<file path="config.mk">
export PLATFORM = sky130hd
export DESIGN_NAME = riscv_imem_fetch_adapter
export DESIGN_NICKNAME = d
export VERILOG_FILES = /design/src/rtl/riscv_fetch_pkg.sv /design/src/rtl/riscv_fetch_word_buffer.sv /design/src/rtl/riscv_imem_fetch_adapter.sv
export SDC_FILE = /design/constraint.sdc
export NUM_CORES = 1
export LEC_CHECK = 0
export ABC_AREA = 1
export CAP_MARGIN = 25
export CORE_UTILIZATION = 49
export DETAILED_ROUTE_END_ITERATION = 7
export PLACE_DENSITY = 0.8
export SETUP_SLACK_MARGIN = 0.1
export SLEW_MARGIN = 20
export SYNTH_ARGS = -nofsm -noshare
export SYNTH_HDL_FRONTEND = slang
export SYNTH_HIERARCHICAL = 1
export SYNTH_SLANG_ARGS = --single-unit
</file>
<file path="constraint.sdc">
create_clock -name clk -period 6.47 [get_ports clk]
set_clock_uncertainty 0.1 [all_clocks]
set_input_delay 1.941 -clock clk [delete_from_list [all_inputs] [get_ports clk]]
set_output_delay 1.941 -clock clk [all_outputs]
set_load 0.02 [all_outputs]
</file>
<file path="src/rtl/riscv_fetch_pkg.sv">
// riscv_fetch_pkg
//   Shared types for the instruction-fetch adapter:
//   - t_fetch_state  : fetch FSM encoding
//   - t_fetch_buffer : one-word fetch buffer {valid, tag, data}
//   - join_halfwords : builds a 32-bit instruction from two halfwords
package riscv_fetch_pkg;

    // Widest word tag a 32-bit byte address can produce (bits [31:2]).
    localparam int FETCH_TAG_WIDTH = 30;

    typedef enum logic [1:0] {
        IDLE     = 2'd0,  // waiting for a request
        ISSUE_HI = 2'd1,  // second SRAM read of a misaligned miss
        WAIT     = 2'd2,  // counting down SRAM latency
        RESP     = 2'd3   // response strobe cycle
    } t_fetch_state;

    // The tag is stored zero-extended to the widest possible word address so
    // the struct does not depend on the SRAM size parameter.
    typedef struct packed {
        logic                       valid;
        logic [FETCH_TAG_WIDTH-1:0] tag;
        logic [31:0]                data;
    } t_fetch_buffer;

    function automatic logic [31:0] join_halfwords(input logic [15:0] upper,
                                                   input logic [15:0] lower);
        return {upper, lower};
    endfunction

endpackage

</file>
<file path="src/rtl/riscv_fetch_word_buffer.sv">
// riscv_fetch_word_buffer
//   One-word fetch buffer used to skip the lower read of a misaligned fetch
//   that continues from the previously fetched word.
//   Ports:
//     clk, reset_n     clock, asynchronous active-low reset
//     flush            invalidate at the next edge; wins over a fill
//     fill_en          write {fill_tag, fill_data} this cycle
//     fill_tag/data    word being written
//     lookup_tag       word address to compare against
//     hit              lookup matches (bypassing a same-cycle fill)
//     hit_upper        bits [31:16] of the matching word
module riscv_fetch_word_buffer
    import riscv_fetch_pkg::*;
#(
    parameter int TAG_WIDTH = 14
) (
    input  logic                 clk,
    input  logic                 reset_n,
    input  logic                 flush,
    input  logic                 fill_en,
    input  logic [TAG_WIDTH-1:0] fill_tag,
    input  logic [31:0]          fill_data,
    input  logic [TAG_WIDTH-1:0] lookup_tag,
    output logic                 hit,
    output logic [15:0]          hit_upper
);

    t_fetch_buffer buf_q;

    always_ff @(posedge clk or negedge reset_n) begin
        if (!reset_n) begin
            buf_q <= '0;
        end else if (fill_en) begin
            buf_q.tag   <= FETCH_TAG_WIDTH'(fill_tag);
            buf_q.data  <= fill_data;
            buf_q.valid <= ~flush;
        end else if (flush) begin
            buf_q.valid <= 1'b0;
        end
    end

    // While a fill is in progress the buffer will hold the fill word after
    // this edge, so a request accepted now compares against that word.
    // A flush in the lookup cycle always forces a miss.
    always_comb begin
        hit       = 1'b0;
        hit_upper = buf_q.data[31:16];
        if (fill_en) begin
            hit       = ~flush && (fill_tag == lookup_tag);
            hit_upper = fill_data[31:16];
        end else begin
            hit = ~flush && buf_q.valid &&
                  (buf_q.tag == FETCH_TAG_WIDTH'(lookup_tag));
        end
    end

endmodule

</file>
<file path="src/rtl/riscv_imem_fetch_adapter.sv">
// riscv_imem_fetch_adapter
//   Returns 32-bit instruction words from any halfword-aligned address using
//   a single-port 32-bit SRAM with SRAM_LATENCY (1..3) read latency.
//   Ports:
//     clk, reset_n     clock, asynchronous active-low reset
//     req_valid/ready  request handshake; accepted when both are high
//     req_address      byte address (bit 0 must be 0)
//     resp_valid       one-cycle response strobe
//     resp_data        instruction word, valid with resp_valid
//     flush            invalidate the fetch buffer
//     sram_select      SRAM read strobe
//     sram_address     SRAM word address
//     sram_read_data   SRAM data, SRAM_LATENCY cycles after select
//   Handshake: a request transfers on a cycle where req_valid and req_ready
//   are both high; req_ready is high in IDLE and RESP, so a new request can
//   be accepted in the same cycle its predecessor responds. resp_valid has
//   no back-pressure.
module riscv_imem_fetch_adapter
    import riscv_fetch_pkg::*;
#(
    parameter int SRAM_ADDR_WIDTH = 14,
    parameter int SRAM_LATENCY    = 1
) (
    input  logic                       clk,
    input  logic                       reset_n,
    input  logic                       req_valid,
    input  logic [31:0]                req_address,
    output logic                       req_ready,
    output logic                       resp_valid,
    output logic [31:0]                resp_data,
    input  logic                       flush,
    output logic                       sram_select,
    output logic [SRAM_ADDR_WIDTH-1:0] sram_address,
    input  logic [31:0]                sram_read_data
);

    localparam int          AW  = SRAM_ADDR_WIDTH;
    localparam logic [2:0]  LAT = 3'(SRAM_LATENCY);

    t_fetch_state state, state_next, first_state;

    logic [2:0]    cycle_cnt;    // cycles since acceptance
    logic          miss_r;       // transaction is a misaligned miss
    logic          aligned_r;    // transaction is aligned
    logic [AW-1:0] tag_r;        // word filled into the buffer; upper read of a miss
    logic [15:0]   hold_q;       // lower halfword of a misaligned response

    logic          accept;
    logic          misaligned;
    logic [AW-1:0] word_addr;
    logic [AW-1:0] word_addr_inc;
    logic          buf_hit;
    logic [15:0]   buf_upper;
    logic          accept_hit;
    logic          accept_miss;
    logic [2:0]    resp_cycle;
    logic          unused_addr_bits;

    assign unused_addr_bits = ^req_address[31:AW+2];

    assign req_ready     = (state == IDLE) || (state == RESP);
    assign accept        = req_valid && req_ready;
    // Bit 0 is ignored; only bit 1 distinguishes halfword alignment.
    assign misaligned    = req_address[1];
    assign word_addr     = req_address[AW+1:2];
    assign word_addr_inc = word_addr + AW'(1);
    assign accept_hit    = accept && misaligned && buf_hit;
    assign accept_miss   = accept && misaligned && !buf_hit;
    assign resp_cycle    = miss_r ? (LAT + 3'd1) : LAT;

    riscv_fetch_word_buffer #(
        .TAG_WIDTH (AW)
    ) u_word_buffer (
        .clk        (clk),
        .reset_n    (reset_n),
        .flush      (flush),
        .fill_en    (state == RESP),
        .fill_tag   (tag_r),
        .fill_data  (sram_read_data),
        .lookup_tag (word_addr),
        .hit        (buf_hit),
        .hit_upper  (buf_upper)
    );

    always_comb begin
        first_state = RESP;
        if (accept_miss)       first_state = ISSUE_HI;
        else if (LAT != 3'd1)  first_state = WAIT;
    end

    always_comb begin
        state_next = state;
        case (state)
            IDLE:           if (accept) state_next = first_state;
            ISSUE_HI, WAIT: state_next = ((cycle_cnt + 3'd1) == resp_cycle) ? RESP : WAIT;
            RESP:           state_next = accept ? first_state : IDLE;
            default:        state_next = IDLE;
        endcase
    end

    always_ff @(posedge clk or negedge reset_n) begin
        if (!reset_n) begin
            state     <= IDLE;
            cycle_cnt <= 3'd0;
            miss_r    <= 1'b0;
            aligned_r <= 1'b0;
            tag_r     <= '0;
            hold_q    <= '0;
        end else begin
            state <= state_next;
            if (accept) begin
                cycle_cnt <= 3'd1;
                miss_r    <= accept_miss;
                aligned_r <= ~misaligned;
                tag_r     <= misaligned ? word_addr_inc : word_addr;
                if (accept_hit) hold_q <= buf_upper;
            end else if (state == ISSUE_HI || state == WAIT) begin
                cycle_cnt <= cycle_cnt + 3'd1;
                // Lower word of a miss arrives SRAM_LATENCY cycles after acceptance.
                if (miss_r && cycle_cnt == LAT) hold_q <= sram_read_data[31:16];
            end
        end
    end

    assign sram_select  = accept || (state == ISSUE_HI);
    assign sram_address = accept ? (accept_hit ? word_addr_inc : word_addr) : tag_r;

    assign resp_valid = (state == RESP);
    assign resp_data  = aligned_r ? sram_read_data
                                  : join_halfwords(sram_read_data[15:0], hold_q);

    a_addr_halfword: assert property (@(posedge clk) disable iff (!reset_n)
        (req_valid && req_ready) |-> !req_address[0]);

endmodule

</file>
Word level (Yosys, flattened, before mapping)
Cells that the tools add are included.
W data, S select, Z words.
{"block": "totals", "inputBits": 68, "wordCells": 60, "register_bits": 84, "out_inout_bits": 49}
{"block": "op_classes", "bitwise": 2, "reduce_logical": 18, "n_eq_ne": 9, "addsub": 2, "n_mux": 20}
{"cell": "$mux W16", "count": 5}
{"cell": "$mux W14", "count": 3}
{"cell": "$mux W32", "count": 1}
{"cell": "$eq A14 B14 Y1", "count": 2}
{"cell": "$add A14 B1 Y14 const B", "count": 1}
{"cell": "$logic_and A1 B1 Y1", "count": 8}
{"cell": "$mux W2", "count": 4}
{"cell": "$mux W3", "count": 2}
{"cell": "$pmux W2 S3", "count": 1}
{"cell": "$reduce_bool A2 Y1", "count": 3}
{"cell": "$eq A2 B2 Y1 const B", "count": 2}
{"cell": "$mux W1", "count": 4}
{"cell": "$add A3 B1 Y3 const B", "count": 1}
{"cell": "$eq A3 B1 Y1 const B", "count": 1}
{"cell": "$eq A3 B2 Y1", "count": 1}
{"cell": "$logic_or A1 B1 Y1", "count": 3}
{"cell": "$reduce_and A3 Y1", "count": 1}
{"cell": "$eq A2 B1 Y1 const B", "count": 1}
{"cell": "$logic_not A2 Y1", "count": 1}
{"cell": "$ne A2 B1 Y1 const B", "count": 1}
{"cell": "$ne A2 B2 Y1 const B", "count": 1}
{"cell": "$not A1 Y1", "count": 2}
{"cell": "$reduce_or A2 Y1", "count": 1}
{"cell": "$logic_not A1 Y1", "count": 1}

Logic depth before layout (Yosys ltp)
Gate-level depths: netlist of run 1.
{"block": "depth", "depth_word": 9, "ltp_mapped": 16, "mapped_depth_nobuf": 14}

Cells and area by module
The synthesis of run 1 kept the hierarchy.
{"module": "riscv_imem_fetch_adapter", "n_inst": 1, "cells_each": 425, "area_each_um2": 2871.5}
{"module": "riscv_fetch_word_buffer", "n_inst": 1, "cells_each": 265, "area_each_um2": 1696.6}

Least setup slack after synthesis of run 1
Ideal clock, no wire load.
{"block": "synth_timing", "kind": "input to output", "start": "in req_address[4]", "end": "out sram_address[8]", "n_path_buf": 1, "path_stages": 11, "slack_ps": 1264, "t_arrival_ps": 3165, "required_ps": 4429, "cell_sequence": "inv_1 nand2_1 nand2_1 nor2_1 nand2_1 nor2_1 nand2_1 nand2_1 nand2_2 buf_2 o21ai_0"}
{"block": "synth_via", "elab_chain_cells": 6}
{"item": "start, declared", "line": "riscv_imem_fetch_adapter.sv:27", "source": "input logic [31:0] req_address,"}
{"item": "$eq A14 B14 Y1, on equally long branches", "line": "riscv_fetch_word_buffer.sv:53, riscv_fetch_word_buffer.sv:49"}
{"item": "$logic_and A1 B1 Y1, on equally long branches", "line": "riscv_fetch_word_buffer.sv:52, riscv_fetch_word_buffer.sv:49"}
{"item": "$mux W1 *", "line": "riscv_fetch_word_buffer.sv:48", "source": "if (fill_en) begin"}
{"item": "named net buf_hit", "line": "riscv_imem_fetch_adapter.sv:52", "source": "logic buf_hit;"}
{"item": "$logic_and A1 B1 Y1 *", "line": "riscv_imem_fetch_adapter.sv:67", "source": "assign accept_hit = accept && misaligned && buf_hit;"}
{"item": "$mux W14 * (2 in series)", "line": "riscv_imem_fetch_adapter.sv:126", "source": "assign sram_address = accept ? (accept_hit ? word_addr_inc : word_addr) : tag_r;"}
{"item": "end, declared", "line": "riscv_imem_fetch_adapter.sv:33", "source": "output logic [SRAM_ADDR_WIDTH-1:0] sram_address,"}
Mark *: on every way through the listed nets, which the timed path passes. The rest lies on a longest branch.

Worst setup path in the final report of run 1
{"block": "layout_timing", "start": "in req_address[15]", "end": "out sram_address[5]"}
The elaborated chain is that of the path after synthesis.

==> impl_metrics.py, run 1 <==
metrics = {
    "sta": {
        "final.setup.tns_ns": 0,
        "rsz0062_at_grt": "false",
        "slew_violations": 0,
        "finalCriticalPeriod_ns": 6.20,
        "setup_violations": 0,
        "fin_crit_sh_pct": 95.9,
        "worst_slack_ns": 0.268,
        "fmax_ghz": 0.161,
        "maxSlewHeadroom_pct": 33.6,
        "hold_viol": 0,
        "tightest_slew_ns": 0.995,
    },
    "global_routing": {
        "grt_max_degree": 69,
        "antenna_found_initial": 0,
        "grt_usage_pct": 26.9,
        "grt_pass1_wl_mm": 20.6,
        "grt_pass1_vias": 4613,
        "gr-total-overflow": 0,
    },
    "routing": {
        "viasPerCell": 5.20,
        "drtIter0Drc": 291,
        "routed_wl_mm": 12.6,
        "ant_nets": 0,
        "wl_per_cell_um": 13.8,
        "first_pass_iters": 5,
        "drc": 0,
        "vias": 4735,
    },
    "synth": {
        "yosys.area.top_type": "dfrtp_1",
        "seq_area_frac_synth_pct": 37.3,
        "synth_area_um2": 4570,
        "synth_ff_type": "dfrtp_1",
        "synth-edff-count": 0,
        "syn_avg_cell_area_um2": 6.62,
        "synth.area.top_cells": "dfrtp_1 (37%), nand2_1 (28%), inv_1 (5.1%)",
        "ys_warn_count": 6,
        "synth.top_cell.area_share_pct": 37.3,
        "synthCells": 690,
        "synth_cell_type_count": 31,
        "syn-num-nets": 765,
        "synth-async-reset-ratio_pct": 100,
        "ys_ff_latch": 68,
    },
    "layout": {
        "diodes": 0,
        "layout_common_cells": "nand2_1 (339), clkdlybuf4s50_1 (83), dfrtp_1 (68)",
        "fin_nets": 873,
        "areaGrowthSynthToFinish_pct": 29.8,
        "instances_no_fill": 910,
        "drive_gt1_share_pct": 9.35,
        "final_area_um2": 5930,
        "final_common_cell": "nand2_1",
        "fillCellCount": 786,
        "postLayoutCoreUtil_pct": 66.7,
    },
    "floorplanning": {
        "dieWidth_um": 98.6,
        "core_area_um2": 8890,
        "start_util_pct": 51.4,
        "die_y_um": 98.6,
        "rows": 34,
        "dieArea_um2": 9710,
        "pin_count": 117,
    },
    "clocking": {
        "post-cts-setup-buffer-count": 0,
        "clock_path_buffers": 2,
        "cts_tree": "built",
        "cts_buffers": 9,
        "root_buffer": "clkbuf_8",
        "cts_sinks": 68,
        "path_clk_slew_ns": 0.07,
        "htree_levels": 3,
        "clock_latency_ns": 0.35,
    },
    "power": {
        "leakagePower_nw": 3.28,
        "vdd_drop_max_uv": 343,
        "power_density_nw_per_um2": 458,
    },
    "placement": {
        "place_hpwl_mm": 9.03,
        "dp_cells": 895,
        "place_area_um2": 5730,
        "pre_cts_ws_ns": 0.0409,
        "numPortBuffers": 99,
        "gp_congestion": 0.905,
    },
    "worst_setup_path": {
        "path_buf_inv": 4,
        "cpPeakStageDelay_ns": 0.58,
        "arrival_ns": 4.16,
        "crit_chain": "clkdlybuf4s50_1, inv_2, nand2_1, nand2_1, nor2_1, nand2_1, nor2_1, nand2_1, nand2_1, nand2_2, buf_12, o21ai_0, dlygate4sd2_1",
        "worstPathRequired_ns": 4.43,
        "end_kind": "primary output",
        "cp_max_fo": 7,
        "critical-path-top-delay-family": "buffers and inverters",
        "critPathKind": "input port to primary output",
        "start_kind": "input port",
        "slowest_stage": "clkdlybuf4s50_1",
        "crit_path_frequent_cell": "nand2_1",
    },
    "flow_run": {
        "max_cap_viol_count": 0,
    },
    "outcome": {
        "status": "finished clean",
    },
    "hold_path": {
        "hp-class": "register to register",
    },
}
==> kinds of logic after synthesis <==
family          count (synthesis)  share of synthesized area, %
compound gates                 80                          10.4
simple gates                  409                          35.4
xor+xnor                        9                          1.73
flops                          68                          37.3
buf+inv                       101                          9.72
fa+ha+maj                       7                          1.92
mux                            16                          3.51
==> tightest hold or removal path, delay by kind of cell, from the launching register on <==
kind          cells  cell delay [ns]
flops             1             0.33
simple gates      2             0.11
==> worst paths after layout <==
check	from	end	slack [ns]	depth (start not counted)
min in group asynchronous	reset_n	tag_r[7]	1.69	2
max in group asynchronous	reset_n	hold_q[1]	3.98	2
setup reg to reg	state[0]	hold_q[2]	3.79	14
setup / recovery	req_address[15]	sram_address[5]	0.27	13
hold reg to reg	u_word_buffer/buf_q[17]	u_word_buffer/buf_q[17]	0.37	2
hold / removal	u_word_buffer/buf_q[17]	u_word_buffer/buf_q[17]	0.37	2
==> synth_stat cells (5+ instances only) <==
master and number:
a21oi_1 13, buf_6 5, nand2_1 339, nand3_1 22, inv_1 62, mux2i_1 16
inv_2 11, o21ai_0 38, xor2_1 6, nand4_1 5, dfrtp_1 68, buf_2 8
clkbuf_1 9, o21ai_2 14, nor2_1 35, ha_1 7
==> layer usage <==
| layer | GRT usage (%) | routed length [um] |
|---|---|---|
| met1 | 34.8 | 5490 |
| met2 | 43.7 | 6030 |
| met3 | 7.02 | 825 |
| met4 | 9.41 | 226 |
| met5 | 0 | 0 |
==> report_power, final <==
part / switching (W) / internal [W]
clock: 0.000171 / 0.000214
combinational: 0.000967 / 0.000619
sequential: 0.000119 / 0.000628
==> area by class of cell <==
cell class                      instances  area (um2)  area share [%]
Multi-Input combinational cell        521        2420            40.8
Sequential cell                        68        1700            28.7
Timing Repair Buffer                  124        1190            20.0
Inverter                               74         280            4.73
Tap cell                              108         135            2.28
Clock buffer                           10         128            2.15
Clock inverter                          5        77.6            1.31
==> flip-flops by register name, indices dropped and copies added (netlist names) <==
register / cells
tag_r: 14
state: 2
miss_r: 1
hold_q: 16
aligned_r: 1
cycle_cnt: 3
u_word_buffer/buf_q: 31
==> timing repair <==
item	CTS	global route
gates resized for setup	9	9
setup endpoints to repair	9	8
hold buffers	0	0
==> metrics by stage <==
| stage | hold slack [ns] | total power, W |
|---|---|---|
| after floorplan | 0.337 | 0.00179 |
| after global routing | 0.404 | 0.00293 |
| after global placement | 0.350 | 0.00232 |
| final | 0.372 | 0.00272 |
| after CTS | 0.377 | 0.00273 |
| after detailed placement | 0.359 | 0.00237 |
No activity file was read; power rests on OpenSTA's default activity.
==> run 2, diff against run 1 <==
Settings changed: CORE_MARGIN set to 1.5.
==> impl_metrics.py, run 2 (synthesis gave the netlist of run 1 again) <==
metrics = {
    "sta": {
        "fmax_ghz": 0.162,
        "tightest_slew_ns": 0.876,
        "fin_crit_sh_pct": 95.6,
        "setup_violations": 0,
        "slew_violations": 0,
        "maxSlewHeadroom_pct": 41.6,
        "final.setup.tns_ns": 0,
        "rsz0062_at_grt": "false",
        "hold_viol": 0,
        "finalCriticalPeriod_ns": 6.19,
    },
    "worst_setup_path": {
        "ff2ff_setup_slack_ns": 3.81,
        "end_kind": "primary output",
        "critPathKind": "input port to primary output",
        "cp_max_fo": 7,
        "worstPathRequired_ns": 4.43,
        "start_kind": "input port",
        "arrival_ns": 4.14,
    },
    "clocking": {
        "clock_latency_ns": 0.35,
        "cts_tree": "built",
        "cts_sinks": 68,
        "post-cts-setup-buffer-count": 0,
        "cts_buffers": 9,
        "root_buffer": "clkbuf_8",
        "path_clk_slew_ns": 0.07,
        "htree_levels": 3,
        "clock_path_buffers": 2,
        "holdBufCountCts": 0,
    },
    "floorplanning": {
        "rows": 35,
        "core_area_um2": 9150,
        "die_y_um": 99.6,
        "dieWidth_um": 99.6,
        "dieArea_um2": 9910,
        "pin_count": 117,
        "start_util_pct": 49.9,
    },
    "layout": {
        "fillCellCount": 795,
        "top_register": "u_word_buffer/buf_q",
        "fin_nets": 875,
        "layout_common_cells": "nand2_1 (339), clkdlybuf4s50_1 (82), dfrtp_1 (68)",
        "largest_reg_flops": 31,
        "final_common_cell": "nand2_1",
        "areaGrowthSynthToFinish_pct": 31.6,
        "top_regs": "u_word_buffer/buf_q (31), hold_q (16), tag_r (14)",
        "postLayoutCoreUtil_pct": 65.7,
        "diodes": 0,
        "final_area_um2": 6010,
        "drive_gt1_share_pct": 9.57,
    },
    "power": {
        "vdd_drop_max_uv": 488,
        "leakagePower_nw": 3.34,
        "power_density_nw_per_um2": 465,
    },
    "routing": {
        "routed_wl_mm": 13.0,
        "drc": 0,
        "first_pass_iters": 7,
        "ant_nets": 0,
        "vias": 4804,
        "wl_per_cell_um": 14.2,
        "viasPerCell": 5.24,
        "drtIter0Drc": 300,
    },
    "flow_run": {
        "max_cap_viol_count": 0,
    },
    "global_routing": {
        "grt_pass1_vias": 4647,
        "grt_max_degree": 69,
        "grt_usage_pct": 27.3,
        "antenna_found_initial": 0,
        "grt_pass1_wl_mm": 21.6,
        "gr-total-overflow": 0,
    },
    "placement": {
        "place_area_um2": 5730,
        "numPortBuffers": 99,
        "place_hpwl_mm": 9.30,
        "gp_congestion": 0.969,
    },
    "hold_path": {
        "hp-class": "register to register",
    },
    "outcome": {
        "status": "finished clean",
    },
}
run 2: worst paths after layout:
path | startpoint | cells past startpoint | end
max in group asynchronous | reset_n | 2 | cycle_cnt[2]
worst min-delay path | u_word_buffer/buf_q[20] | 2 | u_word_buffer/buf_q[20]
worst min register to register | u_word_buffer/buf_q[20] | 2 | u_word_buffer/buf_q[20]
worst max register to register | state[0] | 13 | hold_q[13]
min in group asynchronous | reset_n | 2 | hold_q[15]
worst max-delay path | req_address[4] | 15 | sram_address[3]
run 2: area by class of cell:
cell class	count	area [um2]	share of cell area, %
Clock inverter	6	113	1.87
Multi-Input combinational cell	521	2430	40.4
Tap cell	111	139	2.31
Sequential cell	68	1700	28.3
Inverter	74	283	4.70
Clock buffer	10	128	2.12
Timing Repair Buffer	126	1220	20.3
run 2: what timing repair did:
item | 4_1_cts | 5_1_grt
endpoints found under the setup margin | 9 | 9
gates resized for setup | 9 | 9
endpoints found under the hold margin | 0 | 0
run 2: layer usage:
layer | vias to the layer above | global-route usage [%] | share of wire [%]
li1 | 2369 | - | -
met4 | 0 | 9.43 | 2.2
met1 | 2240 | 35.2 | 42
met2 | 167 | 46.7 | 50
met3 | 28 | 4.36 | 5.7
met5 | - | 0 | 0
run 2: metrics by stage:
step	instances	hold slack [ns]	power [W]	worst slack (ns)
6_report	916	0.377	0.00279	0.284
5_1_grt	916	0.400	0.00301	0.106
4_1_cts	914	0.377	0.00279	0.112
3_5_place_dp	898	0.358	0.00237	0.0143
3_3_place_gp	898	0.349	0.00231	0.0639
2_1_floorplan	690	0.337	0.00179	1.26
run 2: critical path: stages:
cell	delay, ns
clkdlybuf4s50_1	0.55
inv_1	0.09
nand2_1	0.10
nand2_1	0.07
nor2_1	0.12
nand2_1	0.08
nor2_1	0.09
nand2_1	0.05
nand2_1	0.15
nand2_4	0.12
buf_12	0.16
buf_4	0.13
nand2_1	0.05
o211ai_1	0.10
dlygate4sd2_1	0.34
run 2: where the power goes:
group          internal (W)  total (W)  switching [W]
Clock              0.000257   0.000434       0.000177
Combinational      0.000631    0.00160       0.000973
Sequential         0.000627   0.000756       0.000129
Total               0.00152    0.00279        0.00128
